### src/rtl/simd_result_drain_pkg.sv
// Shared constants and state encoding for the simdcore result-drain slice.
package simd_result_drain_pkg;

    localparam int unsigned SIMD_WORD        = 32;
    localparam int unsigned SIMD_LANE_STRIDE = 4;

    typedef enum logic [1:0] {
        DRAIN_IDLE = 2'd0,
        DRAIN_RUN  = 2'd1,
        DRAIN_DONE = 2'd2
    } drain_state_e;

    // Lane index width, kept at least one bit for a single-lane build.
    function automatic int unsigned lane_idx_w(input int unsigned lanes);
        return (lanes > 1) ? $clog2(lanes) : 1;
    endfunction

endpackage

### src/rtl/simd_lane_pick.sv
// Find-first-set over mask bits strictly above cur_lane, or from bit 0 when from_start.
module simd_lane_pick #(
    parameter int unsigned ALUWIDTH = 16,
    parameter int unsigned LW       = 4
) (
    input  logic [ALUWIDTH-1:0] mask,
    input  logic [LW-1:0]       cur_lane,
    input  logic                from_start,
    output logic [LW-1:0]       next_lane,
    output logic                none_left
);

    // Scan downward so the lowest qualifying bit is the last (winning) assignment.
    always_comb begin
        next_lane = '0;
        none_left = 1'b1;
        for (int i = ALUWIDTH - 1; i >= 0; i--) begin
            if (mask[i] && (from_start || (i > int'(cur_lane)))) begin
                next_lane = LW'(i);
                none_left = 1'b0;
            end
        end
    end

endmodule

### src/rtl/simd_result_drain.sv
// Shadows one simdcore result batch and serialises masked lanes onto a scalar
// valid/ready memory write port.
module simd_result_drain
    import simd_result_drain_pkg::*;
#(
    parameter int unsigned ALUWIDTH = 16,
    parameter int unsigned ADDRW    = 32
) (
    input  logic                          clk,
    input  logic                          reset,
    input  logic                          start,
    input  logic [ADDRW-1:0]              base_addr,
    input  logic [ALUWIDTH-1:0]           lane_mask,
    input  logic [SIMD_WORD*ALUWIDTH-1:0] result_s,
    input  logic [ALUWIDTH-1:0]           iszero_s,
    input  logic [ALUWIDTH-1:0]           overflow_s,
    output logic                          busy,
    output logic                          mem_wr_en,
    output logic [ADDRW-1:0]              mem_addr,
    output logic [SIMD_WORD-1:0]          mem_data,
    input  logic                          mem_ready,
    output logic                          done,
    output logic                          any_overflow,
    output logic                          all_zero
);

    localparam int unsigned LW = lane_idx_w(ALUWIDTH);

    drain_state_e                  state_q, state_d;
    logic [LW-1:0]                 lane_q, lane_d;
    logic [ALUWIDTH-1:0]           mask_q, mask_d;
    logic [ADDRW-1:0]              base_q, base_d;
    logic [SIMD_WORD*ALUWIDTH-1:0] result_q, result_d;
    logic                          busy_q, busy_d;
    logic                          wr_en_q, wr_en_d;
    logic [ADDRW-1:0]              addr_q, addr_d;
    logic [SIMD_WORD-1:0]          data_q, data_d;
    logic                          done_q, done_d;
    logic                          any_ovf_q, any_ovf_d;
    logic                          all_zero_q, all_zero_d;

    logic [ALUWIDTH-1:0]           pick_mask;
    logic [LW-1:0]                 pick_cur;
    logic                          pick_from_start;
    logic [LW-1:0]                 pick_next;
    logic                          pick_none;

    simd_lane_pick #(
        .ALUWIDTH (ALUWIDTH),
        .LW       (LW)
    ) u_pick (
        .mask       (pick_mask),
        .cur_lane   (pick_cur),
        .from_start (pick_from_start),
        .next_lane  (pick_next),
        .none_left  (pick_none)
    );

    always_comb begin
        state_d         = state_q;
        lane_d          = lane_q;
        mask_d          = mask_q;
        base_d          = base_q;
        result_d        = result_q;
        busy_d          = busy_q;
        wr_en_d         = wr_en_q;
        addr_d          = addr_q;
        data_d          = data_q;
        done_d          = 1'b0;
        any_ovf_d       = any_ovf_q;
        all_zero_d      = all_zero_q;
        pick_mask       = mask_q;
        pick_cur        = lane_q;
        pick_from_start = 1'b0;

        unique case (state_q)
            DRAIN_IDLE: begin
                // Pick from the live mask so the first write can issue on the next cycle.
                pick_mask       = lane_mask;
                pick_from_start = 1'b1;
                if (start) begin
                    base_d     = base_addr;
                    mask_d     = lane_mask;
                    result_d   = result_s;
                    any_ovf_d  = |(overflow_s & lane_mask);
                    all_zero_d = &(iszero_s | ~lane_mask);
                    lane_d     = pick_next;
                    if (pick_none) begin
                        state_d = DRAIN_DONE;
                        done_d  = 1'b1;
                    end else begin
                        state_d = DRAIN_RUN;
                        busy_d  = 1'b1;
                        wr_en_d = 1'b1;
                        addr_d  = base_addr + ADDRW'(SIMD_LANE_STRIDE) * ADDRW'(pick_next);
                        data_d  = result_s[int'(pick_next)*SIMD_WORD +: SIMD_WORD];
                    end
                end
            end
            DRAIN_RUN: begin
                if (wr_en_q && mem_ready) begin
                    if (pick_none) begin
                        state_d = DRAIN_DONE;
                        busy_d  = 1'b0;
                        wr_en_d = 1'b0;
                        done_d  = 1'b1;
                    end else begin
                        lane_d = pick_next;
                        addr_d = base_q + ADDRW'(SIMD_LANE_STRIDE) * ADDRW'(pick_next);
                        data_d = result_q[int'(pick_next)*SIMD_WORD +: SIMD_WORD];
                    end
                end
            end
            DRAIN_DONE: begin
                state_d = DRAIN_IDLE;
            end
            default: begin
                state_d = DRAIN_IDLE;
                busy_d  = 1'b0;
                wr_en_d = 1'b0;
            end
        endcase
    end

    always_ff @(posedge clk) begin
        if (reset) begin
            state_q    <= DRAIN_IDLE;
            lane_q     <= '0;
            mask_q     <= '0;
            base_q     <= '0;
            result_q   <= '0;
            busy_q     <= 1'b0;
            wr_en_q    <= 1'b0;
            addr_q     <= '0;
            data_q     <= '0;
            done_q     <= 1'b0;
            any_ovf_q  <= 1'b0;
            all_zero_q <= 1'b0;
        end else begin
            state_q    <= state_d;
            lane_q     <= lane_d;
            mask_q     <= mask_d;
            base_q     <= base_d;
            result_q   <= result_d;
            busy_q     <= busy_d;
            wr_en_q    <= wr_en_d;
            addr_q     <= addr_d;
            data_q     <= data_d;
            done_q     <= done_d;
            any_ovf_q  <= any_ovf_d;
            all_zero_q <= all_zero_d;
        end
    end

    assign busy         = busy_q;
    assign mem_wr_en    = wr_en_q;
    assign mem_addr     = addr_q;
    assign mem_data     = data_q;
    assign done         = done_q;
    assign any_overflow = any_ovf_q;
    assign all_zero     = all_zero_q;

endmodule
### config.mk
export PLATFORM = sky130hd
export DESIGN_NAME = simd_result_drain
export DESIGN_NICKNAME = d
export VERILOG_FILES = /design/src/rtl/simd_result_drain_pkg.sv /design/src/rtl/simd_lane_pick.sv /design/src/rtl/simd_result_drain.sv
export SDC_FILE = /design/constraint.sdc
export NUM_CORES = 2
export LEC_CHECK = 0
export BUFFER_PORTS_ARGS = -buffer_cell sky130_fd_sc_hd__buf_2
export CAP_MARGIN = 10
export CELL_PAD_IN_SITES_DETAIL_PLACEMENT = 2
export CELL_PAD_IN_SITES_GLOBAL_PLACEMENT = 2
export CORE_UTILIZATION = 33
export CTS_BUF_LIST = sky130_fd_sc_hd__clkbuf_4
export DETAILED_ROUTE_END_ITERATION = 10
export PLACE_DENSITY_LB_ADDON = 0.1
export RECOVER_POWER = 25
export SLEW_MARGIN = 20
export SYNTH_ARGS = -nofsm -noshare
export SYNTH_HDL_FRONTEND = slang
export SYNTH_SLANG_ARGS = --single-unit
### constraint.sdc
create_clock -name clk -period 9.2 [get_ports clk]
set_clock_uncertainty 0.05 [all_clocks]
set_input_delay 1.38 -clock clk [delete_from_list [all_inputs] [get_ports clk]]
set_output_delay 1.38 -clock clk [all_outputs]
set_load 0.1 [all_outputs]
== After elaboration in Yosys (flattened, before gate mapping) ==
Index checks and enable logic that the tools add are counted.
Storage, ports and cells
  flip-flop bits (word level): 634
  input bits: 596
  RAM bits: 0
  memories: 0
  word-level logic and storage cells: 144
  output and inout bits: 69
  ROM bits: 0
  bits in latches: 0
Operators by class
  multiplexer cells: 62
  shifts and indexed selects: 2
  divide/modulo/power cells: 0
  reductions and logical operators: 41
  magnitude comparators: 15
  $add $sub $neg: 2
  equal/unequal tests: 7
  bitwise gates (word level): 4
  $mul: 0
Operator list (number)
  $shiftx A512 B10 Y32: 2
  $mux W32: 8
  $pmux W32 S2: 2
  $mux W4: 19
  $add A32 B6 Y32: 2
  $gt A4 B4 Y1 const A: 8
  $mux W1: 24
  $logic_and A1 B1 Y1: 17
  $and A16 B16 Y16: 1
  $gt A3 B4 Y1 const A: 4
  $mux W16: 1
  $not A16 Y16: 1
  $or A16 B16 Y16: 1
  $reduce_and A16 Y1: 1
  $reduce_or A16 Y1: 1
  $logic_or A1 B1 Y1: 15
  $ne A2 B2 Y1 const B: 5
  $reduce_and A5 Y1: 2
  $gt A2 B4 Y1 const A: 2
  $mux W2: 4
  $pmux W4 S2: 1
  $gt A1 B4 Y1 const A: 1
  $pmux W2 S2: 1
  $reduce_and A4 Y1: 1
  9 further kinds: 9

== Longest topological paths before layout ==
  depth after elaboration: 24
  gate-level depth with buffers: 24

== Modules after synthesis ==
From an unflattened synthesis, not the netlist that was laid out.
Second synthesis, totals
  cells, all modules: 4615
  area, all modules: 31851.8 um^2
Modules (own cells, without submodules)
  simd_result_drain: sequential area each 12692.2 um^2, area an instance 31331.3 um^2, instances 1, cells each 4533
  simd_lane_pick: sequential area each 0.0 um^2, area an instance 520.5 um^2, instances 1, cells each 82

== Worst setup path before layout ==
No wires, ideal clock.
  path type: input -> register
  start point: input lane_mask[12]
  end point: register addr_q[30], in the netlist mem_addr[30]
  data required time: 9.018 ns
  arrival: 5.812 ns
  setup slack: 3.206 ns
  cell stages on the path: 21
  cells stage by stage: nor3b_1 a31o_1 a222oi_1 nand3_1 a41oi_2 buf_4 buf_4 buf_2 buf_2 ha_1 inv_1 fa_1 nor2b_1 o21ai_0 a2111o_1 nand4b_1 nor3_2 nand3b_1 or4_1 nand3_1 a21oi_1
Between the ends
  word-level cells in the longest chain between the ends: 19
  elaborated cells between the ends (all ways): 38
  those cells by class: add/sub: 2; eq/ne: 2; mux: 32; reduce/logical: 2
RTL lines
  start, declared: RTL line simd_result_drain.sv:13  | input logic [ALUWIDTH-1:0] lane_mask,
  $mux W16 (*): RTL line simd_result_drain.sv:76  | unique case (state_q)
  $logic_and A1 B1 Y1 (*): RTL line simd_lane_pick.sv:18  | if (mask[i] && (from_start || (i > int'(cur_lane)))) begin
  $mux W4 (13 in a row): RTL line simd_lane_pick.sv:18
  $add A32 B6 Y32, on equally long branches: RTL line simd_result_drain.sv:109, simd_result_drain.sv:95
  $mux W32, on equally long branches: RTL line simd_result_drain.sv:102, simd_result_drain.sv:88
  $mux W32, on equally long branches: RTL line simd_result_drain.sv:101, simd_result_drain.sv:81
  $pmux W32 S2: RTL line simd_result_drain.sv:76
  end signal, assigned: RTL line simd_result_drain.sv:147  | addr_q <= addr_d;
  end, declared: RTL line simd_result_drain.sv:36  | logic [ADDRW-1:0] addr_q, addr_d;
Mark *: on every way between the ends. The rest lies on a longest branch, timed or not. The select of a mux whose other input is x is not followed.
A chain may end at the register's enable or synchronous reset.

== Worst setup path after layout ==
  start point: register state_q[0]
  end point: register result_q[84]
Between the ends
  word-level cells in the longest chain between the ends: 2
RTL lines
  start, declared: RTL line simd_result_drain.sv:29  | drain_state_e state_q, state_d;
  start signal, assigned: RTL line simd_result_drain.sv:140  | state_q <= state_d;
  $logic_not A2 Y1: RTL line simd_result_drain.sv:76
  $reduce_and A2 Y1 (no line)
  end signal, assigned: RTL line simd_result_drain.sv:144  | result_q <= result_d;
  end, declared: RTL line simd_result_drain.sv:33  | logic [SIMD_WORD*ALUWIDTH-1:0] result_q, result_d;
No other way between the ends.

==> summary.txt <==
Yosys
  • Synth Area in XOR/XNOR: 0.561%
  • Synth Area in Simple Gates: ~34%
  • Synthesized Nets: 5,479
  • Post-Syn Instances: approximately 5,000
  • Top_reg_cell synth: dfxtp_1
  • Avg Inst Size Synth: 6.72 µm²
  • Synth cell types: 74
  • Flop and latch count out of synthesis: 633
  • Post-synthesis sequential area ratio: 38.6%
  • Synth Area in Compound Gates: 19.5%
  • Dominant combinational cell family by area after synthesis: simple AND/OR/NAND/NOR gates
  • EDFF count, synth: 0
  • FFs w/ async S/R, synth: 0%
  • Cell type with the highest aggregate area in the netlist: dfxtp_1
  • Synth cell count leaders: nand2_1, dfxtp_1, a21oi_1
  • Number of synthesis warnings: 0
  • Yosys top cell area share: 38.6%
  • Synth area leaders: dfxtp_1, nand2_1, a21oi_1
  • Post-synthesis adder-cell area fraction: 0.214%
  • Count leader, synth: nand2_1
  • Mux cell area share after synthesis: 1.66%
  • Synthesized cell area: 32,800 µm²

Clocking
  • TritonCTS Sinks: about 630
  • Skew-Pair Late Insertion Delay: 1130 ps
  • Root Driver: clkbuf_4
  • CTS tree: built
  • Post-CTS Hold Buffers: 0
  • Post-cts repair resize count: 0
  • Longest Clk Path Bufs: 3
  • H-tree depth: 4
  • Reg clk slew, reported paths: 60 ps
  • Num CTS Buffers: 190
  • Setup Buffers After CTS: 0

Critical path
  • Critical path buffers and inverters: 2
  • CP arrival: 8050 ps
  • R2r setup slk: 2090 ps
  • Kind of critical path: reg2reg
  • Critical path's slowest cell: clkbuf_2
  • Largest stage delay, worst path: 2570 ps
  • Critical Path, Cell by Cell: nor2_1 -> nand2_1 -> clkbuf_2 -> buf_12 -> nand2_1 -> a21oi_1
  • Worst EP required: 10,150 ps
  • Worst setup EP type: flip-flop
  • R2R Path End: result_q[84]
  • R2r startpoint: state_q[0]
  • Critical path launch point type: flip-flop
  • Crit-path most repeated cell: nand2_1
  • Delay-heaviest family, CP: buffers and inverters
  • Crit Path Max Fanout: 165
  • Worst-case reg-to-reg path depth: 6

STA
  • Final count of hold timing violations: 0
  • Final setup vio count: 0
  • Period utilization: 77.3%
  • Unrepaired setup endpoints after global routing: no
  • FMAX: about 140 MHz
  • Slew headroom: -135%
  • Fin crit period: 7110 ps
  • Slew @ Worst Pin: 3520 ps
  • Hold WS: 406 ps
  • Setup tns final: 0 ps
  • Final slew viol count: 209

Placement
  • Placed cell area: 36,600 µm²
  • Routability Congestion: 0.942
  • Placed Instances: 6,461
  • Port Buf Inserts: 664
  • HPWL Detailed: roughly 130,000 µm

Drt
  • Final wirelength: 177,000 µm
  • Vias: 38,200
  • Routed wire per std cell: ~26 µm
  • Drt first-iter violations: slightly below 3,000
  • ANT nets after route: 0
  • DR pass1 iterations: 5
  • Via density: roughly 5.6
  • Post-route DRC: 0

Hold path
  • Min-Delay Path Class: reg2reg
  • Hold Path End: mem_addr[17]
  • Hold_sp: mem_addr[17]
  • Hold Crit Depth: 2

GRT
  • Total track usage: ~34%
  • Initial antenna violation count: 70
  • Vias in the first global route: 38,500
  • Largest net degree at the start of global routing: between 150 and 200
  • Gr ovfl total: 0
  • First-pass GRT wire length: 254,000 µm

Die
  • # IOs: 665
  • Core footprint: 98,400 µm²
  • Starting Density: 33.3%
  • Rows: 115
  • Die area: 101,000 µm²
  • Die X: 317 µm
  • Die height: 317 µm

Power and ir drop
  • Share of power burned in combinational logic: about 27%
  • Max IR drop VDD: 0.0980 mV
  • Sw power: 3.14 mW
  • Power share of the clock group: between 30% and 40%
  • Sequential Power Share: just under 40%
  • Internal power: 4.82 mW
  • Leakage: 16.1 nW
  • Switching share of power: between 30% and 40%
  • Pwr Density: 206 nW/µm²
  • Post-layout power: 7.96 mW

Final layout
  • Final net count: about 6,000
  • Finished Layout Cells: 6,810
  • Layout cells sized above 1: 17.3%
  • Final Cell Area: 38,700 µm²
  • Fillers: between 10,000 and 15,000
  • Synth-to-Final Area Change: 18.1%

Job
  • Max-Cap Viols: 3

Status
  • Failing checks: max-capacitance violations, max-slew violations
  • Status: finished with violations
==> through the flow <==
step | worst slack, ps | util, %
after global placement | 3000 | 37.1
after global routing | 1680 | 39.3
after floorplan | 3210 | -
final | 2090 | 39.4
after CTS | 3090 | 39.4
after detailed placement | 2860 | 37.1
==> logic make-up after synthesis <==
kind of cell | after synthesis
xor gates and xnor gates | 21
adders and majority gates | 5
buffers and inverters | 444
DFF | 633
AOI/OAI and AO/OA | 1049
muxes | 52
and+or+nand+nor | 2674
==> worst reg2reg max path, stage by stage (launching register included) <==
cell	delay, ps
dfxtp_1	820
nor2_1	420
nand2_1	1870
clkbuf_2	2580
buf_12	600
nand2_1	510
a21oi_1	190
==> power groups by stage <==
| stage | Combinational, mW | Clock [mW] | Sequential, mW |
|---|---|---|---|
| after detailed placement | 2.16 | 0 | 3.15 |
| after CTS | 2.17 | 2.78 | 3.09 |
| after global routing | 2.31 | 2.92 | 3.11 |
| after global placement | 2.13 | 0 | 3.15 |
| after floorplan | 1.07 | 0 | 3.39 |
| final | 2.16 | 2.70 | 3.10 |
==> layout by cell type (no fill, tap or decap), drive strengths merged, types with 6 or more instances in the layout <==
cell type / n
nor3: 12
o211ai: 139
nor2: 138
clkbuf: 346
o21ai: 15
inv: 34
a211oi: 88
clkinv: 36
nand2: 2080
nand2b: 8
o311a: 14
nor4: 6
nand3: 203
nor4b: 6
xnor2: 12
a22oi: 18
buf: 641
or4: 21
and3: 40
a311oi: 51
nand4: 36
a221oi: 6
mux2i: 50
nand3b: 13
o22ai: 7
a31oi: 58
a21oi: 617
xor2: 9
dfxtp: 633
and2: 86
diode: 31
==> layer usage <==
| metal | GRT usage [%] | part of all wire [%] | vias to the layer above | routed length, µm |
|---|---|---|---|---|
| li1 | - | - | 17500 | - |
| met1 | 44.8 | 44 | 19100 | 77100 |
| met2 | 53.7 | 45 | 1220 | 80500 |
| met3 | 8.18 | 7.2 | 337 | 12700 |
| met4 | 13.4 | 3.7 | 52 | 6510 |
| met5 | 0 | 0.19 | - | 337 |
==> how the worst max path moves through the flow <==
| stage | from | end | slack, ps | cells after the start |
|---|---|---|---|---|
| after floorplan | lane_mask[12] | mem_addr[30] | 3210 | 21 |
| after global placement | lane_mask[12] | mem_addr[30] | 3000 | 18 |
| after detailed placement | lane_mask[11] | mem_addr[30] | 2860 | 18 |
| after CTS | state_q[0] | mem_addr[30] | 3090 | 17 |
| after global routing | state_q[0] | result_q[84] | 1680 | 6 |
| final | state_q[0] | result_q[84] | 2090 | 6 |
==> registers in the layout (all words and copies together) (netlist names) <==
signal        count
mem_addr         32
lane_q            4
mask_q           15
done              1
mem_wr_en         1
state_q           2
any_overflow      1
base_q           32
mem_data         32
all_zero          1
result_q        512
==> final cells by class <==
class	instances	area (µm²)	area share [%]
well taps	1287	1610	4.16
flip-flops and latches	633	12700	32.7
diodes	31	77.6	0.200
inverters	29	109	0.281
clock buffers	276	2070	5.35
multi-input cells	3801	18300	47.3
clock inverters	42	163	0.420
repair buffers	711	3700	9.54
Note: power is estimated with default switching activity, not from simulation.
